`config.mk`:
```
export PLATFORM = sky130hd
export DESIGN_NAME = add_round_key_param
export DESIGN_NICKNAME = d
export VERILOG_FILES = /design/src/rtl/add_round_key_param.sv
export SDC_FILE = /design/constraint.sdc
export NUM_CORES = 1
export LEC_CHECK = 0
export CORE_MARGIN = 2
export CORE_UTILIZATION = 35
export DETAILED_ROUTE_END_ITERATION = 6
export PLACE_DENSITY = 0.95
export REMOVE_ABC_BUFFERS = 1
export SYNTH_ARGS = -nofsm -noshare
export SYNTH_HDL_FRONTEND = slang
export SYNTH_SLANG_ARGS = --single-unit
```
`constraint.sdc`:
```
create_clock -name ap_clk -period 6.15 [get_ports ap_clk]
set_clock_uncertainty 0.15 [all_clocks]
set_input_delay 0.615 -clock ap_clk [delete_from_list [all_inputs] [get_ports ap_clk]]
set_output_delay 0.615 -clock ap_clk [all_outputs]
set_load 0.02 [all_outputs]
```
`src/rtl/add_round_key_param.sv`:
```
// add_round_key_param: XORs one expanded-key round into the in-place AES state.
// Each column is processed as NROWS/2 read/write pairs. Each pair reads two
// state words and two key bytes together, then writes both XOR results back
// on the next cycle. The two memory ports are generated as identical lanes.
// A lane differs from the other only in its row offset (0 or 1).

// One memory-port lane: forms addresses and write data for row r+ROW_OFS.
// It drives zero on every output whenever its port is not in use.
module add_round_key_param_lane #(
  parameter int DATA_W     = 32,
  parameter int KEY_W      = 8,
  parameter int NB         = 4,
  parameter int NROWS      = 4,
  parameter int ADDR_W     = 5,
  parameter int KEY_ADDR_W = 9,
  parameter int KEY_STRIDE = 120,
  parameter int JW         = 3,
  parameter int RW         = 3,
  parameter int ROW_OFS    = 0
)(
  input  logic                  rd,
  input  logic                  wr,
  input  logic [JW-1:0]         j,
  input  logic [RW-1:0]         r,
  input  logic [5:0]            n_reg,
  input  logic [DATA_W-1:0]     q,
  input  logic [KEY_W-1:0]      kq,
  output logic [ADDR_W-1:0]     addr,
  output logic                  ce,
  output logic                  we,
  output logic [DATA_W-1:0]     d,
  output logic [KEY_ADDR_W-1:0] kaddr,
  output logic                  kce
);

  logic [ADDR_W-1:0]     st_addr;
  logic [KEY_ADDR_W-1:0] key_addr;

  // Address arithmetic wraps modulo 2^width by construction.
  assign st_addr  = ADDR_W'(j) * ADDR_W'(NROWS) + ADDR_W'(r) + ADDR_W'(ROW_OFS);
  assign key_addr = (KEY_ADDR_W'(r) + KEY_ADDR_W'(ROW_OFS)) * KEY_ADDR_W'(KEY_STRIDE)
                  + KEY_ADDR_W'(n_reg) * KEY_ADDR_W'(NB) + KEY_ADDR_W'(j);

  // Port drive: read cycle fetches state and key, write cycle stores the XOR.
  always_comb begin
    addr  = '0;
    ce    = 1'b0;
    we    = 1'b0;
    d     = '0;
    kaddr = '0;
    kce   = 1'b0;
    if (rd) begin
      addr  = st_addr;
      ce    = 1'b1;
      kaddr = key_addr;
      kce   = 1'b1;
    end else if (wr) begin
      addr = st_addr;
      ce   = 1'b1;
      we   = 1'b1;
      d    = q ^ DATA_W'(kq);
    end
  end

endmodule

module add_round_key_param #(
  parameter int DATA_W     = 32,
  parameter int KEY_W      = 8,
  parameter int NB         = 4,
  parameter int NROWS      = 4,
  parameter int ADDR_W     = 5,
  parameter int KEY_ADDR_W = 9,
  parameter int KEY_STRIDE = 120,
  parameter int NR_MAX     = 14
)(
  input  logic                  ap_clk,
  input  logic                  ap_rst,
  input  logic                  ap_start,
  output logic                  ap_done,
  output logic                  ap_idle,
  output logic                  ap_ready,
  output logic                  ap_err,
  input  logic [5:0]            n,
  output logic [ADDR_W-1:0]     statemt_address0,
  output logic                  statemt_ce0,
  output logic                  statemt_we0,
  output logic [DATA_W-1:0]     statemt_d0,
  input  logic [DATA_W-1:0]     statemt_q0,
  output logic [ADDR_W-1:0]     statemt_address1,
  output logic                  statemt_ce1,
  output logic                  statemt_we1,
  output logic [DATA_W-1:0]     statemt_d1,
  input  logic [DATA_W-1:0]     statemt_q1,
  output logic [KEY_ADDR_W-1:0] key_address0,
  output logic                  key_ce0,
  input  logic [KEY_W-1:0]      key_q0,
  output logic [KEY_ADDR_W-1:0] key_address1,
  output logic                  key_ce1,
  input  logic [KEY_W-1:0]      key_q1
);

  localparam int JW     = $clog2(NB + 1);
  localparam int RW     = $clog2(NROWS + 1);
  localparam int NPORTS = 2;

  // Reject configurations the datapath cannot address.
  if (NB < 1 || NB > 16 || NROWS < 2 || NROWS > 8 || (NROWS % 2) != 0 ||
      NB * NROWS > (1 << ADDR_W)) begin : g_bad_cfg
    $error("add_round_key_param: unsupported NB/NROWS/ADDR_W combination");
  end

  typedef enum logic [3:0] {
    S_IDLE = 4'b0001,
    S_COL  = 4'b0010,
    S_RD   = 4'b0100,
    S_WR   = 4'b1000
  } state_t;

  state_t          state, state_nxt;
  logic [JW-1:0]   j;
  logic [RW-1:0]   r;
  logic [5:0]      n_reg;
  logic            err;
  logic            col_end, row_last, n_bad;

  assign col_end  = (j == JW'(NB));
  assign row_last = (32'(r) + 32'd2 == 32'(NROWS));
  assign n_bad    = (32'(n) > 32'(NR_MAX));
  assign ap_err   = err;

  // State register; reset aborts any run immediately.
  always_ff @(posedge ap_clk) begin
    if (ap_rst) state <= S_IDLE;
    else        state <= state_nxt;
  end

  // Next state and handshake outputs.
  always_comb begin
    state_nxt = state;
    ap_done   = 1'b0;
    ap_ready  = 1'b0;
    ap_idle   = 1'b0;
    case (state)
      S_IDLE: begin
        ap_idle = !ap_start;
        if (ap_start) state_nxt = S_COL;
      end
      S_COL: begin
        if (col_end) begin
          ap_done   = 1'b1;
          ap_ready  = 1'b1;
          state_nxt = S_IDLE;
        end else begin
          state_nxt = S_RD;
        end
      end
      S_RD:    state_nxt = S_WR;
      S_WR:    state_nxt = row_last ? S_COL : S_RD;
      default: state_nxt = S_IDLE;
    endcase
  end

  // Column/row counters, round latch and error flag. An out-of-range round
  // preloads j=NB so the first column check finishes the run untouched.
  always_ff @(posedge ap_clk) begin
    if (ap_rst) begin
      j     <= '0;
      r     <= '0;
      n_reg <= '0;
      err   <= 1'b0;
    end else begin
      case (state)
        S_IDLE: if (ap_start) begin
          n_reg <= n;
          err   <= n_bad;
          j     <= n_bad ? JW'(NB) : '0;
        end
        S_COL: if (!col_end) r <= '0;
        S_WR: begin
          if (row_last) j <= j + 1'b1;
          else          r <= r + RW'(2);
        end
        default: ;
      endcase
    end
  end

  logic [NPORTS-1:0][ADDR_W-1:0]     s_addr;
  logic [NPORTS-1:0]                 s_ce, s_we, k_ce;
  logic [NPORTS-1:0][DATA_W-1:0]     s_d, s_q;
  logic [NPORTS-1:0][KEY_ADDR_W-1:0] k_addr;
  logic [NPORTS-1:0][KEY_W-1:0]      k_q;

  assign s_q[0] = statemt_q0;
  assign s_q[1] = statemt_q1;
  assign k_q[0] = key_q0;
  assign k_q[1] = key_q1;

  for (genvar p = 0; p < NPORTS; p++) begin : g_lane
    add_round_key_param_lane #(
      .DATA_W(DATA_W), .KEY_W(KEY_W), .NB(NB), .NROWS(NROWS),
      .ADDR_W(ADDR_W), .KEY_ADDR_W(KEY_ADDR_W), .KEY_STRIDE(KEY_STRIDE),
      .JW(JW), .RW(RW), .ROW_OFS(p)
    ) u_lane (
      .rd    (state == S_RD),
      .wr    (state == S_WR),
      .j     (j),
      .r     (r),
      .n_reg (n_reg),
      .q     (s_q[p]),
      .kq    (k_q[p]),
      .addr  (s_addr[p]),
      .ce    (s_ce[p]),
      .we    (s_we[p]),
      .d     (s_d[p]),
      .kaddr (k_addr[p]),
      .kce   (k_ce[p])
    );
  end

  assign statemt_address0 = s_addr[0];
  assign statemt_address1 = s_addr[1];
  assign statemt_ce0      = s_ce[0];
  assign statemt_ce1      = s_ce[1];
  assign statemt_we0      = s_we[0];
  assign statemt_we1      = s_we[1];
  assign statemt_d0       = s_d[0];
  assign statemt_d1       = s_d[1];
  assign key_address0     = k_addr[0];
  assign key_address1     = k_addr[1];
  assign key_ce0          = k_ce[0];
  assign key_ce1          = k_ce[1];

endmodule
```
======== After elaboration in Yosys (flattened, before gate mapping) ========
Cells that the tools add are included.
Widths: inputs -> output; s select.
cells by class
  bitwise operators ....................... 2
  eq/ne operators ......................... 10
  muxes and demuxes ....................... 28
  add/sub/neg operators ................... 10
  reduce and logical (&&, ||, !) cells .... 6
  $lt $le $gt $ge ......................... 1
  multiply operators ...................... 2
operators with widths
  cell                 number
  $mux 32              4
  $xor 32x8->32        2
  $mux 3               7
  $mux 5               4
  $add 9x3->9          2
  $add 9x8->9          2
  $mux 9               2
  $pmux 4 s4           1
  $pmux 3 s2           2
  $mul 9x4->6 const B  1
  $eq 4x3->1 const B   2
  $ne 2x2->1 const B   4
  $mux 1               7
  $gt 6x4->1 const B   1
  $mul 3x4->6 const B  1
  $reduce_and 3->1     2
  $add 5x1->5 const B  1
  $add 5x3->5          1
  $add 3x1->4 const B  1
  $add 3x2->4 const B  1
  $eq 4x1->1 const B   1
  $eq 4x2->1 const B   1
  $eq 4x4->1 const B   1
  $mux 4               1
  other kinds (6)      7
storage, ports and cells
  output and inout bits ................... 102
  register bits after elaboration ......... 17
  word-level logic and storage cells ...... 64
  bits of input ports ..................... 89

======== Longest topological paths before layout ========
Gate-level depths: netlist (run 1).
  word-level depth ........................ 5
  mapped depth ............................ 13
  mapped depth without buffers ............ 13

======== Cells and area by module ========
A second synthesis (run 1) with hierarchy kept.
unflattened totals
  cells, all modules ...................... 333
  area total of the unflattened synthesis .. 2,582.5 um^2
by module, submodules not included
  module                                        cells each  area an instance (um^2)  times used  seq. area each (um^2)
  add_round_key_param_lane at g_lane[1].u_lane  133         957.2                    1           0.0
  add_round_key_param_lane at g_lane[0].u_lane  111         829.5                    1           0.0
  add_round_key_param                           89          795.8                    1           320.3

======== Worst setup path before layout (run 1) ========
OpenSTA, ideal clock, no wires.
  path kind ............................... register -> output
  start ................................... reg r[1]
  end ..................................... out key_address1[6]
  setup slack ............................. 2.297 ns
  stages on the path, launching flop included .. 10
  data arrival time ....................... 3.088 ns
  path buffers ............................ 0
  required time ........................... 5.385 ns
  cell sequence ........................... dfxtp_1 -> inv_1 -> ha_1 -> fa_1 -> fa_1 -> inv_1 -> ha_1 -> o21a_1 -> o31a_1 -> a211oi_1
on the way
  cells in the longest elaborated chain, start to end .. 5
RTL lines
  what                    line  RTL
  from (decl)             122   logic [RW-1:0] r;
  from (signal assigned)  182   else r <= r + RW'(2);
  $add 3x1->4             41    assign key_addr = (KEY_ADDR_W'(r) + KEY_ADDR_W'(ROW_OFS)) * KEY_ADDR_W'(KEY_STRIDE)
  $mul 9x4->6             41
  $add 9x8->9             42    + KEY_ADDR_W'(n_reg) * KEY_ADDR_W'(NB) + KEY_ADDR_W'(j);
  $add 9x3->9             42
  $mux 9                  52    if (rd) begin
  to (decl)               98    output logic [KEY_ADDR_W-1:0] key_address1,
No other way between the ends.

======== Final worst setup path (run 1) ========
  start ................................... reg r[1]
  end ..................................... out key_address1[8]
The elaborated chain is that of the path after synthesis.

==> results of run 1 <==
## cells in the final DEF, fill, tap and decap left out, drive strengths merged, types with 4 or more instances in the layout
cell	instances
and3	7
and2	53
o21a	4
a21oi	6
xnor2	21
nor2	50
nand3b	5
nor3	5
xor2	5
inv	19
dfxtp	16
o21ai	9
conb	5
clkdlybuf4s50	189
fa	5
mux2i	7
ha	25
nand2	4
clkbuf	4
## kinds of logic (layout without fill, tap and decap cells)
group / count (synthesis) / after routing / share of synthesized area (%)
flops: 16 / 16 / 14.5
compound gates: 31 / 31 / 8.82
other cells: 2 / 5 / 0.339
mux: 8 / 8 / 3.84
buf+inv: 41 / 212 / 9.55
simple gates: 135 / 135 / 34.0
fa+ha+maj: 30 / 30 / 18.7
xor+xnor: 26 / 26 / 10.3
## worst max path at each step
stage               from              end  cells past startpoint  slack [ns]
finish              r[1]  key_address1[8]                     12        1.34
global route        r[1]  key_address1[8]                     14        1.10
CTS                 r[1]  key_address1[8]                     12        1.35
detailed placement  r[1]  key_address1[8]                     12        1.64
global placement    r[1]  key_address1[8]                     12        1.78
floorplan           r[1]  key_address1[6]                      9        2.30
## per-stage QoR
step	area [um^2]	instances	worst slack (ns)	hold slack, ns
finish	4130	538	1.34	0.360
global route	4130	538	1.10	0.414
CTS	4130	538	1.35	0.365
detailed placement	4070	534	1.64	0.347
global placement	4070	534	1.78	0.319
floorplan	2080	270	2.30	0.320
## layer usage
layer | vias up | routed length, um
met5 | - | 0
met4 | 0 | 162
met3 | 11 | 770
met2 | 105 | 4130
met1 | 1173 | 3470
li1 | 1260 | -
## worst min-delay path, delay by kind of cell, from the launching register on
| family | cells | cell delay (ns) |
|---|---|---|
| mux | 1 | 0.07 |
| simple gates | 1 | 0.08 |
| flops | 1 | 0.33 |
## power by group through the flow
stage          sequential (uW)  clock, uW  combinational (uW)
3_3_place_gp               118          0                 125
3_5_place_dp               119          0                 129
4_1_cts                    116       96.4                 130
6_report                   117       96.2                 130
2_1_floorplan              117          0                55.5
5_1_grt                    117        103                 141
## area by class of cell
type | instances | area [um^2] | area share (%)
sequential | 16 | 320 | 7.76
clock buffer | 4 | 55.1 | 1.33
tap | 75 | 93.8 | 2.27
multi-input combinational | 235 | 1690 | 41.0
inverter | 19 | 71.3 | 1.73
timing repair buffer | 189 | 1890 | 45.9
==> flow_summary.json, run 1 <==
{
  "yosys-top-cells-count": "52 x and2_1, 49 x nor2_1, 25 x ha_1",
  "hold_path.class": "reg2reg",
  "slew_viol_final": 0,
  "ys.flop_type": "dfxtp_1",
  "path_cells": "inv_1 -> ha_1 -> fa_1 -> fa_1 -> inv_1 -> ha_1 -> o21a_1 -> o31a_1 -> o22ai_1 -> xnor2_1 -> nor2_1 -> clkdlybuf4s50_1",
  "clock_latency_ns": 0.26,
  "cts_num_sinks": 16,
  "io_buffers": 189,
  "crit_path_end_kind": "primary output",
  "rsz0062_at_grt": "no",
  "timing.rr.end": "r[2]",
  "synth.most_common_cell": "and2_1",
  "die_w_um": 83.5,
  "p_switching_uw": 93.7,
  "combPwrFrac_pct": 37.9,
  "max_freq_ghz": 0.208,
  "netlist_area_um2": 2210,
  "largest_reg_flops": 6,
  "rows": 28,
  "cp_slowest_stage_delay_ns": 0.62,
  "wire_per_inst_um": 15.9,
  "holdCritStartpoint": "n_reg[0]",
  "dp_hpwl_mm": 7.15,
  "p_leak_uw": 0.00172,
  "max_cap_viol_count": 0,
  "grt_max_degree": 56,
  "syn_inst": 289,
  "yosysSeqAreaShare_pct": 14.5,
  "ir_drop_uv": 60.8,
  "cts_resized": 0,
  "clockPowerShare_pct": 28.1,
  "grt_busiest_layer": "met2",
  "crit_fanout": 8,
  "met3_usage_pct": 7.02,
  "grt_use_met1_pct": 29.0,
  "track_usage_pct": 24.0,
  "diodes": 0,
  "critPathLaunchType": "register",
  "synth_cell_types": 45,
  "holdPathEnd": "n_reg[0]",
  "period_share_pct": 78.3,
  "fin_nets": 583,
  "num_io_pins": 191,
  "reg2reg_depth": 6,
  "grt_pass1_vias": 2617,
  "grt.overflow.total": 0,
  "numCtsBuffers": 3,
  "crit_family": "adder cells",
  "outcome": "finished, final reports clean",
  "period_minus_slack_ns": 4.81,
  "worst-path-buf-inv": 3,
  "routabilityCongestion": 0.839,
  "clockBufferDepth": 2,
  "die_area_um2": 6980,
  "grt_pass1_wl_mm": 13.5,
  "path_class": "reg2out",
  "fillCellCount": 476,
  "drc": 0,
  "ys_warn_count": 0,
  "viasPerCell": 4.74,
  "cp.arrival_ns": 4.05,
  "synth_area_leaders": "and2_1 15%, dfxtp_1 14%, ha_1 14%",
  "relSlewSlack_pct": 53.3,
  "dieHeight_um": 83.5,
  "postLayoutCoreUtil_pct": 68.5,
  "power_uw": 342,
  "grtUsageMet2_pct": 41.1,
  "antenna_found_initial": 0,
  "postCtsSetupBuffers": 0,
  "finalHoldViolations": 0,
  "postRouteAntennaNets": 0,
  "synth.avg_cell_area_um2": 7.66,
  "ys_async_sr_fraction_pct": 0,
  "power.density_nw_per_um2": 83.0,
  "swShare_pct": 27.4,
  "hold_depth": 2,
  "coreArea_um2": 6030,
  "r2r_slack_ns": 3.95,
  "area_delta_synth_final_pct": 86.4,
  "cp_slowest_cell": "clkdlybuf4s50_1",
  "worst_pin_slew_ns": 0.700,
  "tns_ns": 0,
  "h-tree-depth": 1,
  "dr.pass1.iters": 4,
  "setup_viol": 0,
  "ys_ff_latch": 16,
  "initial_utilization_pct": 36.7,
  "synth-edff-count": 0,
  "yosysTopAreaCellShare_pct": 14.7,
  "holdBufCountCts": 0,
  "pwr-share-seq_pct": 34.0,
  "clk_pin_slew_ns": 0.07,
  "cts_tree": "done",
  "r2r_start": "state[1]",
  "internal_power_uw": 249,
  "clockRootBuffer": "clkbuf_8",
  "routed_wl_mm": 8.54,
  "drt_iter0_drc": 136,
  "vias": 2549,
  "synth_largest_area_cell": "and2_1",
  "post_route_cells_drive_above_1_share_pct": 2.59,
  "worst-endpoint-required_ns": 5.38
}
Power figures use the tool's default switching activity.
==> run 2, diff against run 1 <==
- CORE_UTILIZATION: 35 -> 33
- clock period: 6.15 -> 4.75 ns (I/O delays scaled with it)
==> run 2 against run 1 <==
The flow now finishes with violations (design-rule violations). Power rose by 23%. Critical path depth unchanged. Design area decreased by 0.12%. Sequential power is 29% higher. Worst setup slack got worse by 1.1 ns. Clock power is 5% higher. Routed wire length shrank 0.30%. Critical endpoint unchanged. Largest cell class unchanged. Largest power group unchanged.
==> flow_summary.json, run 2 (same netlist as run 1, synthesis figures left out) <==
{
  "drc": 12,
  "grt.overflow.total": 0,
  "die_w_um": 85.9,
  "cts_num_sinks": 16,
  "crit_fanout": 6,
  "h-tree-depth": 1,
  "vias": 2552,
  "dr.pass1.iters": 7,
  "die_area_um2": 7380,
  "dp_hpwl_mm": 7.08,
  "slew_viol_final": 0,
  "power.density_nw_per_um2": 102,
  "rows": 29,
  "period_minus_slack_ns": 4.49,
  "swShare_pct": 27.6,
  "cp_slowest_stage_delay_ns": 0.62,
  "cts_tree": "done",
  "crit_path_end_kind": "primary output",
  "setup_viol": 0,
  "regArea_um2": 322,
  "rsz0062_at_grt": "no",
  "hold_ws_ns": 0.340,
  "period_share_pct": 94.5,
  "grt_pass1_vias": 2642,
  "holdBufCountCts": 0,
  "postRouteAntennaNets": 0,
  "tns_ns": 0,
  "max_cap_viol_count": 0,
  "final_common_cell": "clkdlybuf4s50_1",
  "r2r_slack_ns": 2.54,
  "dieHeight_um": 85.9,
  "ir_drop_uv": 90.5,
  "worst-endpoint-required_ns": 4.12,
  "cp.arrival_ns": 3.87,
  "placed_area_um2": 4070,
  "coreArea_um2": 6420,
  "largest_reg_flops": 6,
  "routabilityCongestion": 0.953,
  "internal_power_uw": 305,
  "clockRootBuffer": "clkbuf_8",
  "num_io_pins": 191,
  "p_switching_uw": 116,
  "viasPerCell": 4.72,
  "post_route_cells_drive_above_1_share_pct": 2.81,
  "final_cell_mix": "189 x clkdlybuf4s50_1, 52 x and2_1, 49 x nor2_1",
  "critPathLaunchType": "register",
  "initial_utilization_pct": 34.5,
  "routed_wl_mm": 8.51,
  "postCtsSetupBuffers": 0,
  "cts_resized": 0,
  "finalHoldViolations": 0,
  "fin_nets": 583,
  "max_freq_ghz": 0.223,
  "multi_input_comb_area_um2": 1690,
  "grt_max_degree": 56,
  "outcome": "finished with violations",
  "clk_pin_slew_ns": 0.06,
  "combPwrFrac_pct": 40.1,
  "wire_per_inst_um": 15.7,
  "clockBufferDepth": 2,
  "path_class": "reg2out",
  "power_uw": 421,
  "pwr-share-seq_pct": 35.8,
  "violations": "design-rule violations",
  "p_leak_uw": 0.00172,
  "io_buffers": 189,
  "area_delta_synth_final_pct": 86.2,
  "cp_slowest_cell": "clkdlybuf4s50_1",
  "track_usage_pct": 22.4,
  "antenna_found_initial": 0,
  "relSlewSlack_pct": 53.8,
  "worst_pin_slew_ns": 0.692,
  "clock_latency_ns": 0.25,
  "clockPowerShare_pct": 24.0,
  "numCtsBuffers": 3,
  "final_area_um2": 4120,
  "fillCellCount": 515,
  "path_cells": "inv_1 -> ha_1 -> fa_1 -> fa_1 -> inv_1 -> ha_1 -> o21a_1 -> o31a_1 -> o22ai_1 -> xnor2_1 -> nor2_1 -> clkdlybuf4s50_1",
  "grt_pass1_wl_mm": 13.0,
  "drt_iter0_drc": 127,
  "hold_path.class": "reg2reg"
}
## run 2: cell count changes in the layout (fill, tap and decap cells not counted), sizes merged
cell / delta
clkbuf: -1
diode: +2
## run 2: power groups by stage
stage               Clock [uW]  Combinational (uW)  Sequential [uW]
floorplan                    0                71.8              152
global placement             0                 162              153
detailed placement           0                 168              154
CTS                        104                 169              151
global route               110                 183              152
finish                     101                 169              151
## run 2: layout make-up
type	instances	area share [%]
Tap cell	77	2.34
Sequential cell	16	7.80
Timing Repair Buffer	189	45.9
Antenna cell	2	0.121
Clock buffer	3	1.00
Multi-Input combinational cell	235	41.1
Inverter	19	1.73
## run 2: routing by layer
metal / track usage (%) / wire length (um) / up-vias
met5: 0 / 0 / -
met4: 5.77 / 186 / 0
met3: 6.45 / 699 / 21
met2: 39.7 / 4210 / 121
met1: 26.4 / 3420 / 1141
li1: - / - / 1269
## run 2: worst paths after layout
check | startpoint | endpoint | cells after the start
worst max-delay path | r[2] | key_address1[8] | 12
worst min-delay path | ap_err | ap_err | 2
worst max register to register | state[1] | j[2] | 6
worst min register to register | ap_err | ap_err | 2
## run 2: per-stage QoR
step / setup slack [ns] / util [%] / cells
floorplan: 1.04 / - / 270
global placement: 0.530 / 63.4 / 536
detailed placement: 0.361 / 63.4 / 536
CTS: 0.0677 / 64.1 / 539
global route: 0.0336 / 64.1 / 539
finish: 0.260 / 64.2 / 541
## run 2: worst max-delay path, delay by kind of cell (launching register included)
family / cells / cell delay [ns]
XOR/XNOR: 1 / 0.13
buffers and inverters: 3 / 0.83
flip-flops: 1 / 0.41
adder cells (fa/ha/maj): 4 / 1.72
AO/OA/AOI/OAI: 3 / 0.43
AND/OR/NAND/NOR: 1 / 0.08
==> run 3, diff against run 2 <==
- ABC_CLOCK_PERIOD_IN_PS: not set -> 4750
==> results of run 3 <==
Final layout, timing and power as in run 2 (identical DEF).
